File: src/rtl/cell_config_loader.sv
// cell_config_loader
// Serial configuration writer for a row of shifter/XOR cells. Bits arrive
// LSB first over a valid/ready handshake. They are assembled in a shadow
// shift register. A complete stream is then committed to the active
// configuration bus in a single cycle, so the cells never see a partial load.
//
// Per-cell field layout at base 7*i:
//   [7i]       byPass
//   [7i+2:7i+1] sel0
//   [7i+4:7i+3] sel1
//   [7i+6:7i+5] selOp
module cell_config_loader #(
    parameter int NUM_CELLS = 8,
    parameter int CFG_BITS  = 7
) (
    input  logic                            clk,
    input  logic                            rst_n,
    input  logic                            cfgStart,
    input  logic                            cfgBit,
    input  logic                            cfgValid,
    output logic                            cfgReady,
    output logic                            busy,
    output logic                            done,
    output logic                            cfgSerialOut,
    output logic [NUM_CELLS*CFG_BITS-1:0]   cfgOut
);

    localparam int TOTAL = NUM_CELLS * CFG_BITS;
    localparam int CNT_W = $clog2(TOTAL + 1);

    // Safe passthrough: every cell bypassed, all selects zero.
    localparam logic [CFG_BITS-1:0] CELL_PASS = {{(CFG_BITS-1){1'b0}}, 1'b1};
    localparam logic [TOTAL-1:0]    CFG_PASS  = {NUM_CELLS{CELL_PASS}};

    // Index of the last bit of a stream; accepting it completes the load.
    localparam logic [CNT_W-1:0]    CNT_LAST  = CNT_W'(TOTAL - 1);

    localparam logic [1:0] IDLE   = 2'd0;
    localparam logic [1:0] SHIFT  = 2'd1;
    localparam logic [1:0] COMMIT = 2'd2;

    logic [1:0]       state_q,  state_d;
    logic [CNT_W-1:0] cnt_q,    cnt_d;
    logic [TOTAL-1:0] shadow_q, shadow_d;
    logic [TOTAL-1:0] cfg_out_q, cfg_out_d;
    logic             serial_q, serial_d;
    logic             done_q,   done_d;
    logic             xfer;

    // The handshake outputs depend only on registered state. This keeps
    // cfgValid from reaching cfgReady through any combinational path.
    assign cfgReady     = (state_q == SHIFT);
    assign busy         = (state_q == SHIFT) || (state_q == COMMIT);
    assign done         = done_q;
    assign cfgSerialOut = serial_q;
    assign cfgOut       = cfg_out_q;

    // A bit is accepted only when no restart is requested in the same cycle.
    assign xfer = cfgValid && cfgReady && !cfgStart;

    // Next-state logic for the IDLE -> SHIFT -> COMMIT sequence and its datapath.
    always_comb begin
        state_d   = state_q;
        cnt_d     = cnt_q;
        shadow_d  = shadow_q;
        cfg_out_d = cfg_out_q;
        serial_d  = serial_q;
        done_d    = 1'b0;

        case (state_q)
            IDLE: begin
                // cfgValid is deliberately ignored here.
                if (cfgStart) begin
                    state_d = SHIFT;
                    cnt_d   = '0;
                end
            end

            SHIFT: begin
                if (cfgStart) begin
                    // Restart. The old shadow bits are not cleared. A full new
                    // stream shifts every one of them out before the commit.
                    cnt_d = '0;
                end else if (xfer) begin
                    shadow_d = {cfgBit, shadow_q[TOTAL-1:1]};
                    serial_d = shadow_q[0];
                    cnt_d    = cnt_q + CNT_W'(1);
                    if (cnt_q == CNT_LAST) begin
                        state_d = COMMIT;
                    end
                end
            end

            COMMIT: begin
                // A single-cycle atomic update. cfgStart has no effect here.
                cfg_out_d = shadow_q;
                state_d   = IDLE;
                done_d    = 1'b1;
            end

            default: begin
                state_d = IDLE;
            end
        endcase
    end

    // State registers. An asynchronous reset restores the passthrough bus immediately.
    always_ff @(posedge clk or negedge rst_n) begin
        if (!rst_n) begin
            state_q   <= IDLE;
            cnt_q     <= '0;
            shadow_q  <= '0;
            cfg_out_q <= CFG_PASS;
            serial_q  <= 1'b0;
            done_q    <= 1'b0;
        end else begin
            state_q   <= state_d;
            cnt_q     <= cnt_d;
            shadow_q  <= shadow_d;
            cfg_out_q <= cfg_out_d;
            serial_q  <= serial_d;
            done_q    <= done_d;
        end
    end

endmodule
File: config.mk
export PLATFORM = sky130hd
export DESIGN_NAME = cell_config_loader
export DESIGN_NICKNAME = d
export VERILOG_FILES = /design/src/rtl/cell_config_loader.sv
export SDC_FILE = /design/constraint.sdc
export NUM_CORES = 1
export LEC_CHECK = 0
export BUFFER_PORTS_ARGS = -buffer_cell sky130_fd_sc_hd__buf_2
export CELL_PAD_IN_SITES_DETAIL_PLACEMENT = 0
export CELL_PAD_IN_SITES_GLOBAL_PLACEMENT = 1
export CORE_AREA = 3 3 82 161
export CTS_BUF_LIST = sky130_fd_sc_hd__clkbuf_8
export DETAILED_ROUTE_END_ITERATION = 8
export DIE_AREA = 0 0 85 164
export PLACE_DENSITY = 0.78
export SETUP_SLACK_MARGIN = 0.4
export SYNTH_ARGS = -nofsm -noshare
export SYNTH_HDL_FRONTEND = slang
export SYNTH_SLANG_ARGS = --single-unit
File: constraint.sdc
create_clock -name clk -period 2.9 [get_ports clk]
set_clock_uncertainty 0.15 [all_clocks]
set_input_delay 0.435 -clock clk [delete_from_list [all_inputs] [get_ports clk]]
set_output_delay 0.435 -clock clk [all_outputs]
set_load 0.01 [all_outputs]
# Yosys cells after proc, flatten, opt, wreduce, memory -nomap -nowiden
# Cells that the tools add are included.
dict set report word_totals {
  output_inout_bits 60
  in_bits 5
  word_cells 35
  register_bits 122
}
dict set report classes {
  reduce_logical 9
  n_eq_ne 8
  n_bitwise 1
  n_addsub 1
  n_mux 10
}
# cell n
set ops {}
lappend ops {{$mux 6} 3}
lappend ops {{$pmux 6 s2} 1}
lappend ops {{$mux 2} 4}
lappend ops {{$add 6x1->6 const B} 1}
lappend ops {{$eq 6x6->1 const B} 1}
lappend ops {{$reduce_and 3->1} 2}
lappend ops {{$ne 2x1->1 const B} 2}
lappend ops {{$ne 2x2->1 const B} 2}
lappend ops {{$pmux 2 s2} 1}
lappend ops {{$reduce_and 4->1} 1}
lappend ops {{$ne 3x2->1 const B} 1}
lappend ops {{$eq 2x1->1 const B} 1}
lappend ops {{$eq 2x2->1 const B} 1}
lappend ops {{$logic_and 1x1->1} 2}
lappend ops {{$logic_not 2->1} 1}
lappend ops {{$reduce_bool 2->1} 1}
lappend ops {{$logic_not 1->1} 1}
lappend ops {{$logic_or 1x1->1} 1}
lappend ops {{$mux 1} 1}
lappend ops {{$not 1->1} 1}

# Depth between registers and ports, before layout
dict set report logic_depth {
  word_depth 6
  depth_mapped 7
  depth_no_buf 6
}

# Worst setup path before layout
# Ideal clock, no wire load.
dict set report synth_timing {
  kind {register -> register}
  start {register state_q[1]}
  end {register cnt_q[5]}
  path_stages_with_launch 8
  arrival_ps 1614
  synth_period_minus_slack_ps 1841
  setup_slack_ps 1059
  path_buffers 1
  setup_time_ps 77
  required_time_ps 2673
  cell_sequence {dfrtp_1 -> inv_1 -> ha_1 -> buf_4 -> and3b_1 -> o211ai_2 -> or3_1 -> a21oi_1}
}
dict set report synth_via {
  elab_chain_len 5
}
# element line_no
set synth_lines {}
lappend synth_lines {{from (decl)} 42} ;# logic [1:0] state_q, state_d;
lappend synth_lines {{from (signal assigned)} 117} ;# state_q <= state_d;
lappend synth_lines {{$eq 2x1->1 (*)} 52} ;# assign cfgReady = (state_q == SHIFT);
lappend synth_lines {{via cfgReady} 21} ;# output logic cfgReady,
lappend synth_lines {{$logic_and 1x1->1 (2 in a row)} 59} ;# assign xfer = cfgValid && cfgReady && !cfgStart;
lappend synth_lines {{$ne 3x2->1 (no source line)} n/a}
lappend synth_lines {{$reduce_and 3->1 (no source line)} n/a}
lappend synth_lines {{to (signal assigned)} 118} ;# cnt_q <= cnt_d;
lappend synth_lines {{to (decl)} 43} ;# logic [CNT_W-1:0] cnt_q, cnt_d;
# Mark *: on every way through the listed nets, which the timed path passes. The rest lies on a longest branch.
# A chain may end at the register's enable or synchronous reset.

# Worst setup path in the final report
dict set report layout_timing {
  start {register state_q[1]}
  end {output cfgReady}
}
dict set report layout_via {
  elab_chain_len 1
}
# element line_no
set layout_lines {}
lappend layout_lines {{$eq 2x1->1} 52}
lappend layout_lines {{to (decl)} 21}
# No other way between the ends.

==> metrics.md <==
| Metric | Value |
|---|---|
| Status | `complete, no violations` |
| Fin crit share | `71.47%` |
| Final WL | `8.490 mm` |
| Total die area | `13940 sq um` |
| CP Launch Type | `flip-flop` |
| Post-synth EDFFs | `0` |
| Worst VDD drop | `459.1 uV` |
| Fraction of registers with async set/reset | `100.0%` |
| First-pass GRT wire length | `14.32 mm` |
| Sequential share of the synthesized area | `64.39%` |
| CTS tree | `built` |
| Critical Path RT | `2320 ps` |
| Boundary Pins | `65` |
| Die W | `85 um` |
| H-Tree Level Count | `4` |
| Number of setup violations in the final report | `0` |
| GPL Wtd Cong | `0.7345` |
| Clk sinks | `122` |
| Flops & latches, synth | `122` |
| CTS Buffer Depth | `2` |
| Worst-Margin Slew | `520.0 ps` |
| Initial antenna violation count | `0` |
| Total number of vias | `2646` |
| # rows | `57` |
| Core Region | `12200 sq um` |
| Mapped cell area | `4757 sq um` |
| Slew Viols, Final | `0` |
| Post-DP HPWL | `5.658 mm` |
| Most frequent cells in the layout | `mux2_2, dfrtp_1, buf_2` |
| P&R area growth vs syn | `18.83%` |
| Clk root buf | `clkbuf_8` |
| DR vias/cell | `5.002` |
| Crit path largest cell delay | `400 ps` |
| Critical path's slowest cell | `dfrtp_1` |
| Fin. Hold Viols | `0` |
| Vias in the first global route | `2904` |
| Clock buffer count from CTS | `17` |
| Cts repair resizes | `0` |
| CP Max Fanout | `9` |
| Input/output buffers | `64` |
| Syn Area/Cell | `16.18 sq um` |
| RSZ-0062 raised after global routing | `no` |
| Die Y | `164 um` |
| # Post-CTS Setup Buffers | `0` |
| Synth unique cells | `34` |
| Hold crit path type | `input pin to flip-flop` |
| Fin nets | `379` |
| DR DRC count | `0` |
| Clk_lat worst skew | `420 ps` |
| Antenna viol nets, final | `0` |
| Fin crit period | `2073 ps` |
| Pwr dens | `674.9 nW/um^2` |
| Total grt overflow | `0` |
| Achievable clock frequency | `482.5 MHz` |
| Max-cap violations | `0` |
| CP cell instances | `inv_1 > ha_1 > buf_2` |
| Syn nets | `304` |
| Initial Utilization | `39.01%` |
| Ys flop type | `dfrtp_1` |
| Slew margin rel. | `65.33%` |
| Leak pwr | `3.014 nW` |
| Largest net degree at the start of global routing | `61` |
| Mapped Cells | `294` |
| Crit Path Class | `flip-flop to primary output` |
| Clk pin slew, worst setup/hold paths | `60 ps` |
| Arrival time worst endpoint | `1490 ps` |
| Synth warn | `0` |
| Total Routing Usage GR | `13.11%` |
| Drt pass-1 iters | `4` |
| Share of layout cells above drive strength 1 | `58.64%` |
| Power, Total | `0.003815 W` |
| FF-to-FF setup slack | `880 ps` |
| Total negative setup slack | `0 ps` |
| Iter 0 DRT Violations | `111` |
| Diode count | `0` |
| Crit. End Element | `primary output` |
| Routed WL per cell | `16.05 um` |
[registers in the layout, summed over array words and instances, names as in the netlist]
register      flops
done              1
cfgSerialOut      1
shadow_q         56
cfgOut           56
state_q           2
cnt_q             6
[routing by layer]
| metal | wire, um | share of wire, % | global-route usage, % |
|---|---|---|---|
| met1 | 3181 | 37 | 14.23 |
| met2 | 4865 | 57 | 23.16 |
| met3 | 309 | 3.6 | 4.116 |
| met4 | 133 | 1.6 | 5.620 |
| met5 | 0 | 0 | 0 |
[power by group]
group,internal [W],switching (W)
Combinational,0.000250,0.000330
Sequential,0.00176,0.0000418
Clock,0.000813,0.000617
Total,0.00283,0.000989
[what timing repair did]
| action | CTS | global route |
|---|---|---|
| hold endpoints to repair | 35 | 0 |
| setup endpoints to repair | 0 | 0 |
| hold buffers | 1 | 0 |
[synth_stat cells, types with 3 or more instances]
cell     number  share of area, %
dfrtp_1     114                60
mux2_2      114                27
buf_2        10               1.1
dfstp_2       8               4.4
ha_1          5               1.3
o21ai_0       5              0.53
inv_1         3              0.24
[cell type report]
type / count / area [sq um]
clock buffers: 20 / 275.3
clock inverters: 12 / 110.1
fillers: 1080 / 6543
inverters: 4 / 15.01
multi-input cells: 154 / 1598
flip-flops and latches: 122 / 3063
well taps: 147 / 183.9
repair buffers: 70 / 407.9
[through the flow]
step	std cells	hold slack [ps]	util, %	cell area, sq um	setup slack [ps]
after floorplan	294	-10.59	-	4757	1059
after global placement	496	288.8	43.11	5258	958.6
after detailed placement	496	298.4	43.11	5258	881.7
after CTS	529	78.92	46.35	5653	798.9
after global routing	529	88.60	46.35	5653	706.9
final	529	109.3	46.35	5653	827.4
[worst paths after layout]
path,from,to,cells past startpoint
min reg2reg,cfgOut[30],cfgOut[30],1
max in group asynchronous,rst_n,cfgOut[7],3
min,cfgBit,shadow_q[55],2
max,state_q[1],cfgReady,3
min in group asynchronous,rst_n,cfgOut[41],2
max reg2reg,state_q[1],cnt_q[4],6
[critical path, delay by kind of cell, from the launching register on]
family,cells,cell delay (ps)
fa+ha+maj,1,360
buf+inv,2,310
flops,1,400
[kinds of logic (layout without fill, tap and decap cells)]
logic type,count (synthesis),after routing,synth area share [%]
adder cells (fa/ha/maj),5,5,1.315
AND/OR/NAND/NOR,18,18,2.710
buffers and inverters,18,106,2.078
AO/OA/AOI/OAI,16,16,2.341
XOR/XNOR,1,1,0.1841
flip-flops,122,122,64.39
multiplexers,114,114,26.99
Power figures use the tool's default switching activity.
